### src/rtl/tcp_pkg.sv
// Shared TCP retransmit-timer types and default constants.
// Timer record layout and default timing parameters.
package tcp_pkg;

    localparam int RT_TIMEOUT_CYCLES = 250000000;
    localparam int RT_MAX_BACKOFF    = 6;
    localparam int RT_TS_W           = 64;
    localparam int RT_BO_W           = $clog2(RT_MAX_BACKOFF + 1);

    typedef struct packed {
        logic [RT_TS_W-1:0] deadline;
        logic               armed;
        logic [RT_BO_W-1:0] backoff;
        logic               pend;
    } rt_timer_struct;

endpackage

### src/rtl/tcp_rt_timer_table.sv
// Per-flow retransmit timers with round-robin expiry scanner and
// a single valid/ready expiry event register.
module tcp_rt_timer_table
    import tcp_pkg::*;
#(
    parameter int NUM_FLOWS    = 8,
    parameter int FLOWID_W     = $clog2(NUM_FLOWS),
    parameter int TIMESTAMP_W  = 64,
    parameter int BASE_TIMEOUT = RT_TIMEOUT_CYCLES,
    parameter int MAX_BACKOFF  = RT_MAX_BACKOFF,
    parameter int BACKOFF_W    = $clog2(MAX_BACKOFF + 1)
) (
    input  logic                 clk,
    input  logic                 rst,
    input  logic                 arm_val,
    input  logic [FLOWID_W-1:0]  arm_flowid,
    input  logic                 disarm_val,
    input  logic [FLOWID_W-1:0]  disarm_flowid,
    input  logic                 disarm_clr_backoff,
    output logic                 timeout_val,
    output logic [FLOWID_W-1:0]  timeout_flowid,
    output logic [BACKOFF_W-1:0] timeout_backoff,
    input  logic                 timeout_rdy
);

    // Same field set as rt_timer_struct, sized by this instance's parameters.
    typedef struct packed {
        logic [TIMESTAMP_W-1:0] deadline;
        logic                   armed;
        logic [BACKOFF_W-1:0]   backoff;
        logic                   pend;
    } flow_t;

    localparam logic [TIMESTAMP_W-1:0] BASE_T = TIMESTAMP_W'(BASE_TIMEOUT);
    localparam logic [BACKOFF_W-1:0]   MAX_BO = BACKOFF_W'(MAX_BACKOFF);
    localparam logic [FLOWID_W-1:0]    LAST   = FLOWID_W'(NUM_FLOWS - 1);

    flow_t                  fl_q [NUM_FLOWS];
    flow_t                  fl_d [NUM_FLOWS];
    logic [TIMESTAMP_W-1:0] now_q;
    logic [FLOWID_W-1:0]    scan_q, scan_d;
    logic                   ev_val_q, ev_val_d;
    logic [FLOWID_W-1:0]    ev_fid_q, ev_fid_d;
    logic [BACKOFF_W-1:0]   ev_bo_q, ev_bo_d;

    logic                 hs;
    logic                 can_scan;
    logic                 expire;
    logic                 scan_hit;
    logic                 same_flow;
    logic [BACKOFF_W-1:0] arm_bo;
    logic [BACKOFF_W-1:0] hs_bo;

    assign hs        = ev_val_q & timeout_rdy;
    assign can_scan  = ~ev_val_q | timeout_rdy;
    assign expire    = fl_q[scan_q].armed & ~fl_q[scan_q].pend
                     & (now_q >= fl_q[scan_q].deadline);
    assign scan_hit  = (arm_val & (arm_flowid == scan_q))
                     | (disarm_val & (disarm_flowid == scan_q));
    assign same_flow = disarm_val & (disarm_flowid == arm_flowid);
    assign arm_bo    = (same_flow & disarm_clr_backoff) ? '0
                     : fl_q[arm_flowid].backoff;
    assign hs_bo     = (fl_q[ev_fid_q].backoff == MAX_BO) ? MAX_BO
                     : fl_q[ev_fid_q].backoff + BACKOFF_W'(1);

    always_comb begin
        fl_d     = fl_q;
        scan_d   = scan_q;
        ev_val_d = ev_val_q;
        ev_fid_d = ev_fid_q;
        ev_bo_d  = ev_bo_q;

        if (hs) begin
            ev_val_d = 1'b0;
            if (fl_q[ev_fid_q].pend) begin
                fl_d[ev_fid_q].armed   = 1'b0;
                fl_d[ev_fid_q].pend    = 1'b0;
                fl_d[ev_fid_q].backoff = hs_bo;
            end
        end

        if (can_scan) begin
            scan_d = (scan_q == LAST) ? '0 : scan_q + FLOWID_W'(1);
            if (expire && !scan_hit) begin
                ev_val_d            = 1'b1;
                ev_fid_d            = scan_q;
                ev_bo_d             = fl_q[scan_q].backoff;
                fl_d[scan_q].pend   = 1'b1;
            end
        end

        // Host requests are applied last so they override the handshake update.
        if (disarm_val) begin
            fl_d[disarm_flowid].armed   = 1'b0;
            fl_d[disarm_flowid].pend    = 1'b0;
            fl_d[disarm_flowid].backoff = disarm_clr_backoff ? '0
                                        : fl_q[disarm_flowid].backoff;
        end

        if (arm_val) begin
            fl_d[arm_flowid].armed    = 1'b1;
            fl_d[arm_flowid].pend     = 1'b0;
            fl_d[arm_flowid].backoff  = arm_bo;
            fl_d[arm_flowid].deadline = now_q + (BASE_T << arm_bo);
        end
    end

    always_ff @(posedge clk) begin
        if (rst) begin
            now_q    <= '0;
            scan_q   <= '0;
            ev_val_q <= 1'b0;
            ev_fid_q <= '0;
            ev_bo_q  <= '0;
            for (int i = 0; i < NUM_FLOWS; i++) begin
                fl_q[i] <= '0;
            end
        end else begin
            now_q    <= now_q + TIMESTAMP_W'(1);
            scan_q   <= scan_d;
            ev_val_q <= ev_val_d;
            ev_fid_q <= ev_fid_d;
            ev_bo_q  <= ev_bo_d;
            fl_q     <= fl_d;
        end
    end

    assign timeout_val     = ev_val_q;
    assign timeout_flowid  = ev_fid_q;
    assign timeout_backoff = ev_bo_q;

endmodule

### config.mk
export PLATFORM = sky130hd
export DESIGN_NAME = tcp_rt_timer_table
export DESIGN_NICKNAME = d
export VERILOG_FILES = /design/src/rtl/tcp_pkg.sv /design/src/rtl/tcp_rt_timer_table.sv
export SDC_FILE = /design/constraint.sdc
export NUM_CORES = 2
export LEC_CHECK = 0
export CAP_MARGIN = 5
export CORE_MARGIN = 2
export CORE_UTILIZATION = 37
export CTS_CLUSTER_SIZE = 14
export DETAILED_ROUTE_END_ITERATION = 12
export GPL_TIMING_DRIVEN = 0
export PLACE_DENSITY = 0.49
export SYNTH_ARGS = -nofsm -noshare
export SYNTH_HDL_FRONTEND = slang
export SYNTH_SLANG_ARGS = --single-unit
### constraint.sdc
create_clock -name clk -period 19.58 [get_ports clk]
set_input_delay 5.874 -clock clk [delete_from_list [all_inputs] [get_ports clk]]
set_output_delay 5.874 -clock clk [all_outputs]
set_load 0.01 [all_outputs]
==> Yosys cells after proc, flatten, opt, wreduce, memory -nomap -nowiden <==
Cells that the tools add are included.
{ "totals": {"reg_bits": 626, "input_bits": 12, "out_inout_bits": 7, "word_cells": 136} }
{ "classes": {"n_addsub": 4, "n_lt_le_gt_ge": 9, "eq_ne": 5, "shifts": 1, "n_mux": 58, "bitwise_logic": 15, "n_reduce_logical": 7} }
{ "ops": {"columns": ["operator", "count"], "rows": [
  ["$bwmux 552", 11],
  ["$mux 552", 6],
  ["$demux 69 s3", 11],
  ["$bmux 69 s3", 4],
  ["$mux 69", 3],
  ["$add 64x1->64 const B", 1],
  ["$add 64x64->64", 1],
  ["$ge 64x64->1", 1],
  ["$shl 28x3->64 const A", 1],
  ["$mux 4", 9],
  ["$ge 4x4->1 const B", 4],
  ["$lt 4x1->1 const B", 4],
  ["$not 3->4", 4],
  ["$mux 5", 3],
  ["$mux 3", 4],
  ["$eq 3x3->1", 3],
  ["$and 1x1->1", 7],
  ["$mux 1", 7],
  ["$add 3x1->3 const B", 2],
  ["$eq 3x3->1 const B", 2],
  ["$logic_and 1x1->1", 5],
  ["$not 1->1", 2],
  ["$or 1x1->1", 2],
  ["$reduce_and 2->1", 1],
  ["$logic_not 1->1", 1]
]} }

==> Logic depth before layout (Yosys ltp) <==
{ "logic_depth": {"depth_word": 22, "ltp_mapped": 22, "depth_no_buf": 19} }

==> Least setup slack after synthesis <==
No wires, ideal clock.
{ "synth_path": {"kind": "input to register", "start": "in arm_flowid[0]", "end": "reg fl_q[127] in the netlist's numbering", "setup_time_ps": 134, "arrival_time_ps": 10051, "required_ps": 19446, "setup_slack_ps": 9395, "path_stages": 20, "n_path_buf": 4, "path_cell_list": "clkbuf_1 clkbuf_1 mux2i_1 a311o_1 clkbuf_1 ha_1 and2_1 ha_1 inv_1 fa_1 nand2b_1 a21oi_1 o21ai_0 a211oi_2 o21ai_1 a31oi_2 buf_4 o2111ai_1 xor2_1 o21ai_0"} }
{ "synth_between": {"elab_chain_cells": 16} }
{ "synth_rtl": {"columns": ["element", "line_no", "source"], "rows": [
  ["from (decl)", "tcp_rt_timer_table.sv:16", "input logic [FLOWID_W-1:0] arm_flowid,"],
  ["parallel branches: the longest is 15 deep, another holds $add 64x64->64", null, null],
  ["$mux 552 *", "tcp_rt_timer_table.sv:100", "if (arm_val) begin"],
  ["to (signal assigned)", "tcp_rt_timer_table.sv:124", "fl_q <= fl_d;"],
  ["to (decl)", "tcp_rt_timer_table.sv:38", "flow_t fl_q [NUM_FLOWS];"]
]} }
Every way passes the cells marked *. The select of a mux whose other input is x is not followed.
A chain may end at the register's enable or synchronous reset.

==> Worst setup path after layout <==
{ "layout_path": {"start": "in arm_flowid[1]", "end": "reg fl_q[273] in the netlist's numbering"} }
Same word-level chain as after synthesis.

==> results.sh <==
export IMPL_min_path_cells=2
export IMPL_async_flop_share_pct=0
export IMPL_cp_start_kind="input pin"
export IMPL_power_total_mw=3.08
export IMPL_yosys_area_top_type="dfxtp_1"
export IMPL_cp_max_fo=12
export IMPL_switching_power_mw=0.817
export IMPL_hp_class="reg -> reg"
export IMPL_syn_inst=3019
export IMPL_post_cts_resized=0
export IMPL_place_port_buffers=11
export IMPL_worst_slew_pin_slew_ns=1.53
export IMPL_p_per_area_nw_per_um2=95.5
export IMPL_worstHoldEndpoint="fl_q[394]"
export IMPL_rsz0062_at_grt="false"
export IMPL_wl_mm=126
export IMPL_final_layout_size_suffix_gt1_share_pct=6.53
export IMPL_slew_violations=33
export IMPL_rrSetupSlack_ns=11.76
export IMPL_grt_overflow_total=0
export IMPL_holdBufCountCts=0
export IMPL_postCtsSetupBuffers=0
export IMPL_clkPwrFrac_pct=48.6
export IMPL_synth_top_cell_area_share_pct=44.7
export IMPL_wl_per_cell_um=30.5
export IMPL_grt_antenna_before_repair=7
export IMPL_tns_ns=0
export IMPL_synth_seq_cells=626
export IMPL_die_area_um2=78100
export IMPL_intPower_mw=2.26
export IMPL_htreeDepth=3
export IMPL_static_leakage_power_nw=11.7
export IMPL_status="finished, violations left"
export IMPL_place_congestion=0.971
export IMPL_cts_root_buf="clkbuf_16"
export IMPL_clock_fmax_mhz=74.7
export IMPL_timing_rr_start="scan_q[1]"
export IMPL_fp_row_count=100
export IMPL_fin_crit_ns=13.39
export IMPL_drc_errors=0
export IMPL_slew_headroom_pct=-2.15
export IMPL_cts_path_max_buffers=3
export IMPL_grt_util_all_layers_pct=31.6
export IMPL_cts_inserted_buffers=74
export IMPL_cts_clk_slew_worst_paths_ns=0.06
export IMPL_clkSinkCount=626
export IMPL_seq_power_share_pct=42.2
export IMPL_die_h_um=279
export IMPL_grt_first_pass_wirelength_mm=179
export IMPL_grt_max_degree=14
export IMPL_worstSkewPairLatency_ns=0.63
export IMPL_avgSynthCellArea_um2=9.30
export IMPL_ys_seq_area_share_pct=44.7
export IMPL_max_cap_violations=3
export IMPL_ys_flop_type="dfxtp_1"
export IMPL_num_vias=26200
export IMPL_synth_most_common_cell="dfxtp_1"
export IMPL_endpoint_kind="register"
export IMPL_io_pins=19
export IMPL_setup_viol=0
export IMPL_skew_ns=0.0235
export IMPL_drt_iter0_drc=3519
export IMPL_start_util_pct=37.5
export IMPL_violations="max-capacitance violations, max-slew violations"
export IMPL_syn_to_final_growth_pct=14.7
export IMPL_via_per_inst=6.32
export IMPL_finalHoldViolCount=0
export IMPL_design_core_area_um2=74800
export IMPL_path_class="in -> reg"
export IMPL_swShare_pct=26.6
export IMPL_syn_nets=3137
export IMPL_cts_tree="done"
export IMPL_grt_pass1_vias=24500
export IMPL_hpwl_mm=86.6
export IMPL_dieWidth_um=279
export IMPL_synthTopCellsByCount="dfxtp_1, a22o_1, nand2_1"
export IMPL_ys_warn_count=0
export IMPL_dr_pass1_iters=6
export IMPL_synth_area_um2=28100
export IMPL_p_comb_share_pct=9.1
export IMPL_ys_types=76
export IMPL_cp_arrival_ns=13.86
export IMPL_ir_drop_mv=0.0630
export IMPL_synth_edf_count=0
export IMPL_cp_required_ns=20.05
export IMPL_r2r_end="timeout_backoff[1]"
export IMPL_min_period_over_period_pct=68.4
export IMPL_reg2reg_depth=19
export IMPL_nets=3234
export IMPL_fin_cells=4143
export IMPL_ant_nets=0
export IMPL_synth_area_top_cells="dfxtp_1, a22o_1, ha_1"
export IMPL_dp_cells=4009
export IMPL_min_from="fl_q[394]"
export IMPL_finalCoreUtilization_pct=43.0
flip-flops by register name, indices dropped and copies added, names as in the netlist:
signal           flops
fl_q               552
now_q               64
scan_q               3
timeout_backoff      3
timeout_flowid       3
timeout_val          1
kinds of logic (layout without fill, tap and decap cells):
kind of cell / count (synthesis) / in the layout / synth area share (%)
buffers and inverters: 279 / 431 / 3.83
other: 0 / 3 / 0
AO/OA/AOI/OAI: 1073 / 1073 / 27.7
multiplexers: 56 / 56 / 2.51
adder cells (fa/ha/maj): 106 / 106 / 4.75
flip-flops: 626 / 626 / 44.7
AND/OR/NAND/NOR: 758 / 758 / 12.6
XOR/XNOR: 121 / 121 / 3.99
through the flow:
| step | hold WS (ns) | area (um2) | worst slack [ns] |
|---|---|---|---|
| floorplan | 0.425 | 28100 | 9.39 |
| global placement | 0.433 | 29400 | 5.78 |
| detailed placement | 0.442 | 29600 | 5.79 |
| CTS | 0.449 | 32200 | 6.43 |
| global route | 0.469 | 32200 | 6.13 |
| finish | 0.449 | 32200 | 6.19 |
placed cells by master, fill, tap and decap left out, types with 52 or more instances in the layout:
cell type and n:
o21ai_1 72, nand2_1 332, dfxtp_1 626, o21ai_0 191
a21oi_1 82, clkbuf_1 203, nor2_1 154, a22o_1 360
ha_1 105, a22oi_1 156, xnor2_1 52, xor2_1 61
a221oi_1 61, clkbuf_16 76, and3_1 84
worst max-delay path: stages:
cell and delay (ns):
clkdlybuf4s50_1 0.67, buf_2 0.34, mux4_2 0.26, mux2i_1 0.07, nor2_1 0.96, clkinv_1 1.04
ha_1 0.66, nor2_1 0.10, a21o_1 0.20, ha_1 0.38, o211ai_1 0.13, a21oi_1 0.28
o21ai_0 0.28, a211oi_2 0.38, o21ai_1 0.19, a31oi_2 0.56, buf_4 0.28, o2111ai_1 0.14
xor2_1 0.82, o21ai_0 0.22
power by group through the flow:
stage | Clock [mW] | Combinational (mW) | Sequential [mW]
floorplan | 0 | 0.128 | 1.32
global placement | 0 | 0.262 | 1.33
detailed placement | 0 | 0.269 | 1.33
CTS | 1.50 | 0.270 | 1.30
global route | 1.56 | 0.284 | 1.30
finish | 1.50 | 0.281 | 1.30
how the worst max path moves through the flow:
stage / from / to / slack, ns / cells past startpoint
6_report: arm_flowid[1] / fl_q[273] / 6.19 / 20
5_1_grt: arm_flowid[1] / fl_q[549] / 6.13 / 20
4_1_cts: arm_flowid[1] / fl_q[135] / 6.43 / 20
3_5_place_dp: arm_flowid[1] / fl_q[135] / 5.79 / 20
3_3_place_gp: arm_flowid[1] / fl_q[273] / 5.78 / 20
2_1_floorplan: arm_flowid[0] / fl_q[127] / 9.39 / 20
cell type report:
class                      instances  area, um2
fill                            7265      42600
multi-input combinational       2114      14500
sequential                       626      12500
clock buffer                     105       2190
tap                              969       1210
buffer                           239        933
clock inverter                    26        430
timing repair buffer              21        278
inverter                          40        150
antenna                            3       7.51
routing by layer:
| layer | vias up | part of all wire (%) | GRT usage (%) |
|---|---|---|---|
| li1 | 11400 | - | - |
| met1 | 13000 | 43 | 44.4 |
| met2 | 1502 | 43 | 46.8 |
| met3 | 265 | 9.5 | 6.41 |
| met4 | 2 | 4.5 | 13.3 |
| met5 | - | 0.0040 | 0 |
Note: power is estimated with default switching activity, not from simulation.
